### config.mk
export PLATFORM = sky130hd
export DESIGN_NAME = err_event_monitor
export DESIGN_NICKNAME = d
export VERILOG_FILES = /design/src/rtl/err_event_monitor_pkg.sv /design/src/rtl/err_event_monitor_ev_chan.sv /design/src/rtl/err_event_monitor.sv
export SDC_FILE = /design/constraint.sdc
export NUM_CORES = 1
export LEC_CHECK = 0
export ABC_AREA = 1
export BUFFER_PORTS_ARGS = -buffer_cell sky130_fd_sc_hd__buf_2
export CORE_MARGIN = 2
export CORE_UTILIZATION = 55
export CTS_CLUSTER_DIAMETER = 30
export DETAILED_ROUTE_END_ITERATION = 10
export MAX_ROUTING_LAYER = met4
export PLACE_DENSITY_LB_ADDON = 0.25
export SLEW_MARGIN = 0
export SYNTH_ARGS = -nofsm -noshare
export SYNTH_HDL_FRONTEND = slang
export SYNTH_HIERARCHICAL = 1
export SYNTH_SLANG_ARGS = --single-unit
export TNS_END_PERCENT = 50
### constraint.sdc
create_clock -name CLK -period 4.3 [get_ports CLK]
set_input_delay 1.29 -clock CLK [delete_from_list [all_inputs] [get_ports CLK]]
set_output_delay 1.29 -clock CLK [all_outputs]
set_load 0.05 [all_outputs]
### src/rtl/err_event_monitor_pkg.sv
// Shared defaults and helpers for the error-event monitor slice.
package err_event_monitor_pkg;

    localparam int DEF_N_CH        = 2;
    localparam int DEF_CNT_SZ      = 5;
    localparam int DEF_SYNC_STAGES = 2;
    localparam int DEF_TS_SZ       = 16;

    // Ceiling log2, never smaller than 1 so an index port always has a bit.
    function automatic int clog2_min1(input int n);
        int r;
        r = 0;
        while ((1 << r) < n) begin
            r = r + 1;
        end
        return (r < 1) ? 1 : r;
    endfunction

endpackage

### src/rtl/err_event_monitor_ev_chan.sv
// One monitored event channel: synchroniser, rising-edge detect,
// saturating event counter and sticky overflow flag.
module ev_chan
    import err_event_monitor_pkg::*;
#(
    parameter int CNT_SZ      = DEF_CNT_SZ,
    parameter int SYNC_STAGES = DEF_SYNC_STAGES
) (
    input  logic              CLK,
    input  logic              RST_n,
    input  logic              ev,
    input  logic              clr,
    output logic              pulse,
    output logic [CNT_SZ-1:0] cnt,
    output logic              ovf
);

    logic [SYNC_STAGES-1:0] sync;
    logic                   prev;
    logic                   sync_out;

    assign sync_out = sync[SYNC_STAGES-1];
    assign pulse    = sync_out & ~prev;

    // Synchroniser chain and previous-value flop; untouched by the clears.
    always_ff @(posedge CLK or negedge RST_n) begin
        if (!RST_n) begin
            sync <= '0;
            prev <= 1'b0;
        end else begin
            sync[0] <= ev;
            for (int i = 1; i < SYNC_STAGES; i++) begin
                sync[i] <= sync[i-1];
            end
            prev <= sync_out;
        end
    end

    // Saturating counter; a clear that meets a pulse leaves one event counted.
    always_ff @(posedge CLK or negedge RST_n) begin
        if (!RST_n) begin
            cnt <= '0;
            ovf <= 1'b0;
        end else if (clr) begin
            cnt <= pulse ? CNT_SZ'(1) : '0;
            ovf <= 1'b0;
        end else if (pulse) begin
            if (cnt == {CNT_SZ{1'b1}}) begin
                ovf <= 1'b1;
            end else begin
                cnt <= cnt + CNT_SZ'(1);
            end
        end
    end

endmodule

### src/rtl/err_event_monitor.sv
// Error-event monitor: per-channel edge counters plus a free-running
// timestamp, most-recent-event record and threshold interrupt.
module err_event_monitor
    import err_event_monitor_pkg::*;
#(
    parameter int N_CH        = DEF_N_CH,
    parameter int CNT_SZ      = DEF_CNT_SZ,
    parameter int SYNC_STAGES = DEF_SYNC_STAGES,
    parameter int TS_SZ       = DEF_TS_SZ
) (
    input  logic                          CLK,
    input  logic                          RST_n,
    input  logic [N_CH-1:0]               I_EV,
    input  logic [N_CH-1:0]               I_CLR,
    input  logic                          I_CLR_ALL,
    input  logic [CNT_SZ-1:0]             I_THR,
    input  logic [N_CH-1:0]               I_IRQ_MASK,
    output logic [N_CH-1:0]               O_EV_PULSE,
    output logic [N_CH*CNT_SZ-1:0]        O_CNT,
    output logic [N_CH-1:0]               O_OVF,
    output logic [N_CH-1:0]               O_THR_HIT,
    output logic                          O_IRQ,
    output logic [clog2_min1(N_CH)-1:0]   O_LAST_CH,
    output logic [TS_SZ-1:0]              O_LAST_TS,
    output logic [TS_SZ-1:0]              O_TS
);

    localparam int LCH_W = clog2_min1(N_CH);

    logic [CNT_SZ-1:0] cnt_arr [N_CH];
    logic [LCH_W-1:0]  low_idx;

    for (genvar g = 0; g < N_CH; g++) begin : g_ch
        ev_chan #(
            .CNT_SZ      (CNT_SZ),
            .SYNC_STAGES (SYNC_STAGES)
        ) u_ev_chan (
            .CLK   (CLK),
            .RST_n (RST_n),
            .ev    (I_EV[g]),
            .clr   (I_CLR[g] | I_CLR_ALL),
            .pulse (O_EV_PULSE[g]),
            .cnt   (cnt_arr[g]),
            .ovf   (O_OVF[g])
        );

        assign O_CNT[g*CNT_SZ +: CNT_SZ] = cnt_arr[g];
    end

    // Threshold compare against the registered counters; zero threshold disables.
    always_comb begin
        O_THR_HIT = '0;
        for (int i = 0; i < N_CH; i++) begin
            O_THR_HIT[i] = (I_THR != '0) && (cnt_arr[i] >= I_THR);
        end
    end

    assign O_IRQ = |(O_THR_HIT & I_IRQ_MASK);

    // Lowest-numbered channel pulsing this cycle.
    always_comb begin
        low_idx = '0;
        for (int i = N_CH - 1; i >= 0; i--) begin
            if (O_EV_PULSE[i]) begin
                low_idx = LCH_W'(i);
            end
        end
    end

    // Free-running timestamp, wraps naturally.
    always_ff @(posedge CLK or negedge RST_n) begin
        if (!RST_n) begin
            O_TS <= '0;
        end else begin
            O_TS <= O_TS + TS_SZ'(1);
        end
    end

    // Last-event record; a capture takes priority over clear-all.
    always_ff @(posedge CLK or negedge RST_n) begin
        if (!RST_n) begin
            O_LAST_CH <= '0;
            O_LAST_TS <= '0;
        end else if (|O_EV_PULSE) begin
            O_LAST_CH <= low_idx;
            O_LAST_TS <= O_TS;
        end else if (I_CLR_ALL) begin
            O_LAST_CH <= '0;
            O_LAST_TS <= '0;
        end
    end

endmodule

==> summary.txt <==
Placement
  • DP HPWL: 3800 µm
  • GPL Wtd Cong: 0.835
  • Dpl cells: 394
  • Port bufs: 63

Setup path
  • Worst path required time: 3010 ps
  • CP endpoint: O_IRQ
  • R2R cell count: 8
  • Reg2reg start: g_ch[1].u_ev_chan/cnt[0]
  • CP peak stage delay: 290 ps
  • Worst path arrival time: 2400 ps
  • Crit start category: input port
  • CP max-delay cell: ha_1
  • R2R Setup Slk: 2770 ps
  • Critical-path cell list: buf_2 -> inv_1 -> ha_1 -> nand2_1 -> nor2_1 -> nand2_1 -> nand3_1 -> nand3_1 -> nand2_1 -> buf_2
  • Critical Path End Type: output pin
  • Critical path peak fanout: 2
  • FF-to-FF End: g_ch[1].u_ev_chan/cnt[2]
  • Crit Path Class: in2out
  • Critical Path Most Common Cell: nand2_1
  • CP startpoint: I_THR[4]

GRT
  • Total track usage: 0.224
  • Initial antenna violation count: 0
  • Largest net degree at the start of global routing: 42
  • Total global routing overflow: 0
  • First-pass GRT wire length: 8870 µm
  • Vias in the first global route: 1974

Drt
  • Met1 Routed Length: 2260 µm
  • Initial DRC count: 71
  • First drt pass iteration count: 4
  • Met3 wire length: 202 µm
  • Drt wl/cell: 12.6 µm
  • Top sig layer: met4
  • Metal2 WL: 2520 µm
  • DRC viols: 0
  • Post-DRT Antenna Nets: 0
  • Vias: 2023
  • Drt total wl: 5040 µm
  • DR vias/cell: 5.04

Cells and area
  • Final net count: 378
  • Synth-to-Final Area Change: 18.4%
  • Non-Filler Instances: 401
  • Layout cells sized above 1: 0.252
  • N_diodes: 0
  • Final core utilization: 0.676
  • Most frequent cells in the layout: nand2_1, buf_2, dfrtp_1

Die
  • Die H: 71.5 µm
  • FP Rows: 24
  • Initial core utilization: 0.571
  • Core Box Area: 4380 µm²
  • # IOs: 64
  • Die area: 5110 µm²
  • Die W: 71.5 µm

Timing
  • Total negative slack: 0 ps
  • Post-route minimum period: 3690 ps
  • Slew of the pin with the lowest slew margin: 883 ps
  • Slew Viols, Final: 0
  • Layout Skew: 10.9 ps
  • Slew Limit Headroom: 0.411
  • Period utilization: 0.859
  • Fmax: 0.271 GHz
  • Final Hold Fails: 0
  • Setup violators final: 0
  • RSZ-0062 raised after global routing: no

Synth
  • Post-synthesis net count: 310
  • Yosys warnings: 6
  • Cells after Synth: 281
  • Synth Cell Area: 2500 µm²
  • Register area share after synthesis: 0.509
  • Yosys reg bits: 51
  • Distinct cell type count after synthesis: 23
  • Synthesized area per cell: 8.91 µm²

CTS
  • CTS tree: done
  • Root Buffer: clkbuf_8
  • Post-CTS sizing: 0
  • Clock latency on the worst-skew pair: 300 ps
  • Setup Buffers After CTS: 0
  • H-tree levels: 2
  • Num Clock Sinks: 51
  • Max clock buf depth: 2
  • Clock-pin slew on the worst setup and hold paths: 90 ps
  • Hold Buf Count CTS: 0
  • Num CTS Buffers: 5

Min path
  • Hold Path Class: reg2reg

Pwr
  • Worst vdd ir: 0.000217 V
  • Leakage Power: 1.65 nW
  • PD cells: 295 nW/µm²
  • Overall power: 876 µW

Status
  • Status: completed

Flow run
  • Max cap viols: 0
==> flip-flops by register name (all words and copies together) (netlist names) <==
register	count
g_ch.u_ev_chan/prev	2
O_LAST_TS	16
g_ch.u_ev_chan/cnt	10
O_TS	16
g_ch.u_ev_chan/ovf	2
g_ch.u_ev_chan/sync	4
O_LAST_CH	1
==> where the power goes <==
| part | switching (mW) | internal [mW] | total [mW] |
|---|---|---|---|
| clock | 0.147 | 0.127 | 0.274 |
| combinational | 0.0801 | 0.0254 | 0.105 |
| sequential | 0.00738 | 0.489 | 0.497 |
| total | 0.235 | 0.641 | 0.876 |
==> worst min-delay path by stage <==
stage	cells after the start	start	to
final	0	g_ch[0].u_ev_chan/sync[0]	g_ch[0].u_ev_chan/sync[1]
after global routing	0	g_ch[1].u_ev_chan/sync[0]	g_ch[1].u_ev_chan/sync[1]
after CTS	0	g_ch[1].u_ev_chan/sync[0]	g_ch[1].u_ev_chan/sync[1]
after detailed placement	0	g_ch[0].u_ev_chan/sync[0]	g_ch[0].u_ev_chan/sync[1]
after global placement	0	g_ch[1].u_ev_chan/sync[0]	g_ch[1].u_ev_chan/sync[1]
after floorplan	0	g_ch[0].u_ev_chan/sync[0]	g_ch[0].u_ev_chan/sync[1]
==> stage by stage <==
stage | area [µm²] | hold WS, ps | setup WS, ps
detailed placement | 2880 | 338 | 610
CTS | 2970 | 363 | 606
floorplan | 2500 | 331 | 717
global route | 2970 | 369 | 476
global placement | 2880 | 336 | 642
finish | 2970 | 362 | 608
==> critical path, delay by kind of cell <==
| kind | cells | cell delay [ps] |
|---|---|---|
| AND/OR/NAND/NOR | 6 | 430 |
| buffers and inverters | 3 | 390 |
| adder cells (fa/ha/maj) | 1 | 290 |
==> cell usage after synthesis, drive strengths merged <==
cell type  instances  area share
xor2              10       0.035
dfrtp             51        0.51
buf                3      0.0060
nor2              23       0.053
nor3               4      0.0080
inv               36       0.054
ha                15       0.075
clkinv             1      0.0015
nand4              2      0.0050
nand3             37       0.076
a21oi              7       0.017
o21ai             20       0.043
or2                4       0.010
nand2             66        0.10
and2               2      0.0050
==> area by class of cell <==
type                            instances  area, µm²
Multi-Input combinational cell        190       1070
Inverter                               37        139
Fill cell                             363       1420
Sequential cell                        51       1280
Timing Repair Buffer                   64        323
Clock inverter                          1       5.00
Tap cell                               52       65.1
Clock buffer                            6       82.6
==> per-layer routing <==
layer,vias to the layer above,GRT usage
li1,1032,-
met1,938,0.286
met2,47,0.372
met3,6,0.0366
met4,0,0.0629
met5,-,-
==> kinds of logic (layout without fill, tap and decap cells) <==
kind of cell,after synthesis,count (layout),synth area share
simple gates,138,138,0.259
flops,51,51,0.509
fa+ha+maj,15,15,0.0749
compound gates,27,27,0.0599
buf+inv,40,108,0.0614
xor+xnor,10,10,0.0350
Note: power is estimated with default switching activity, not from simulation.
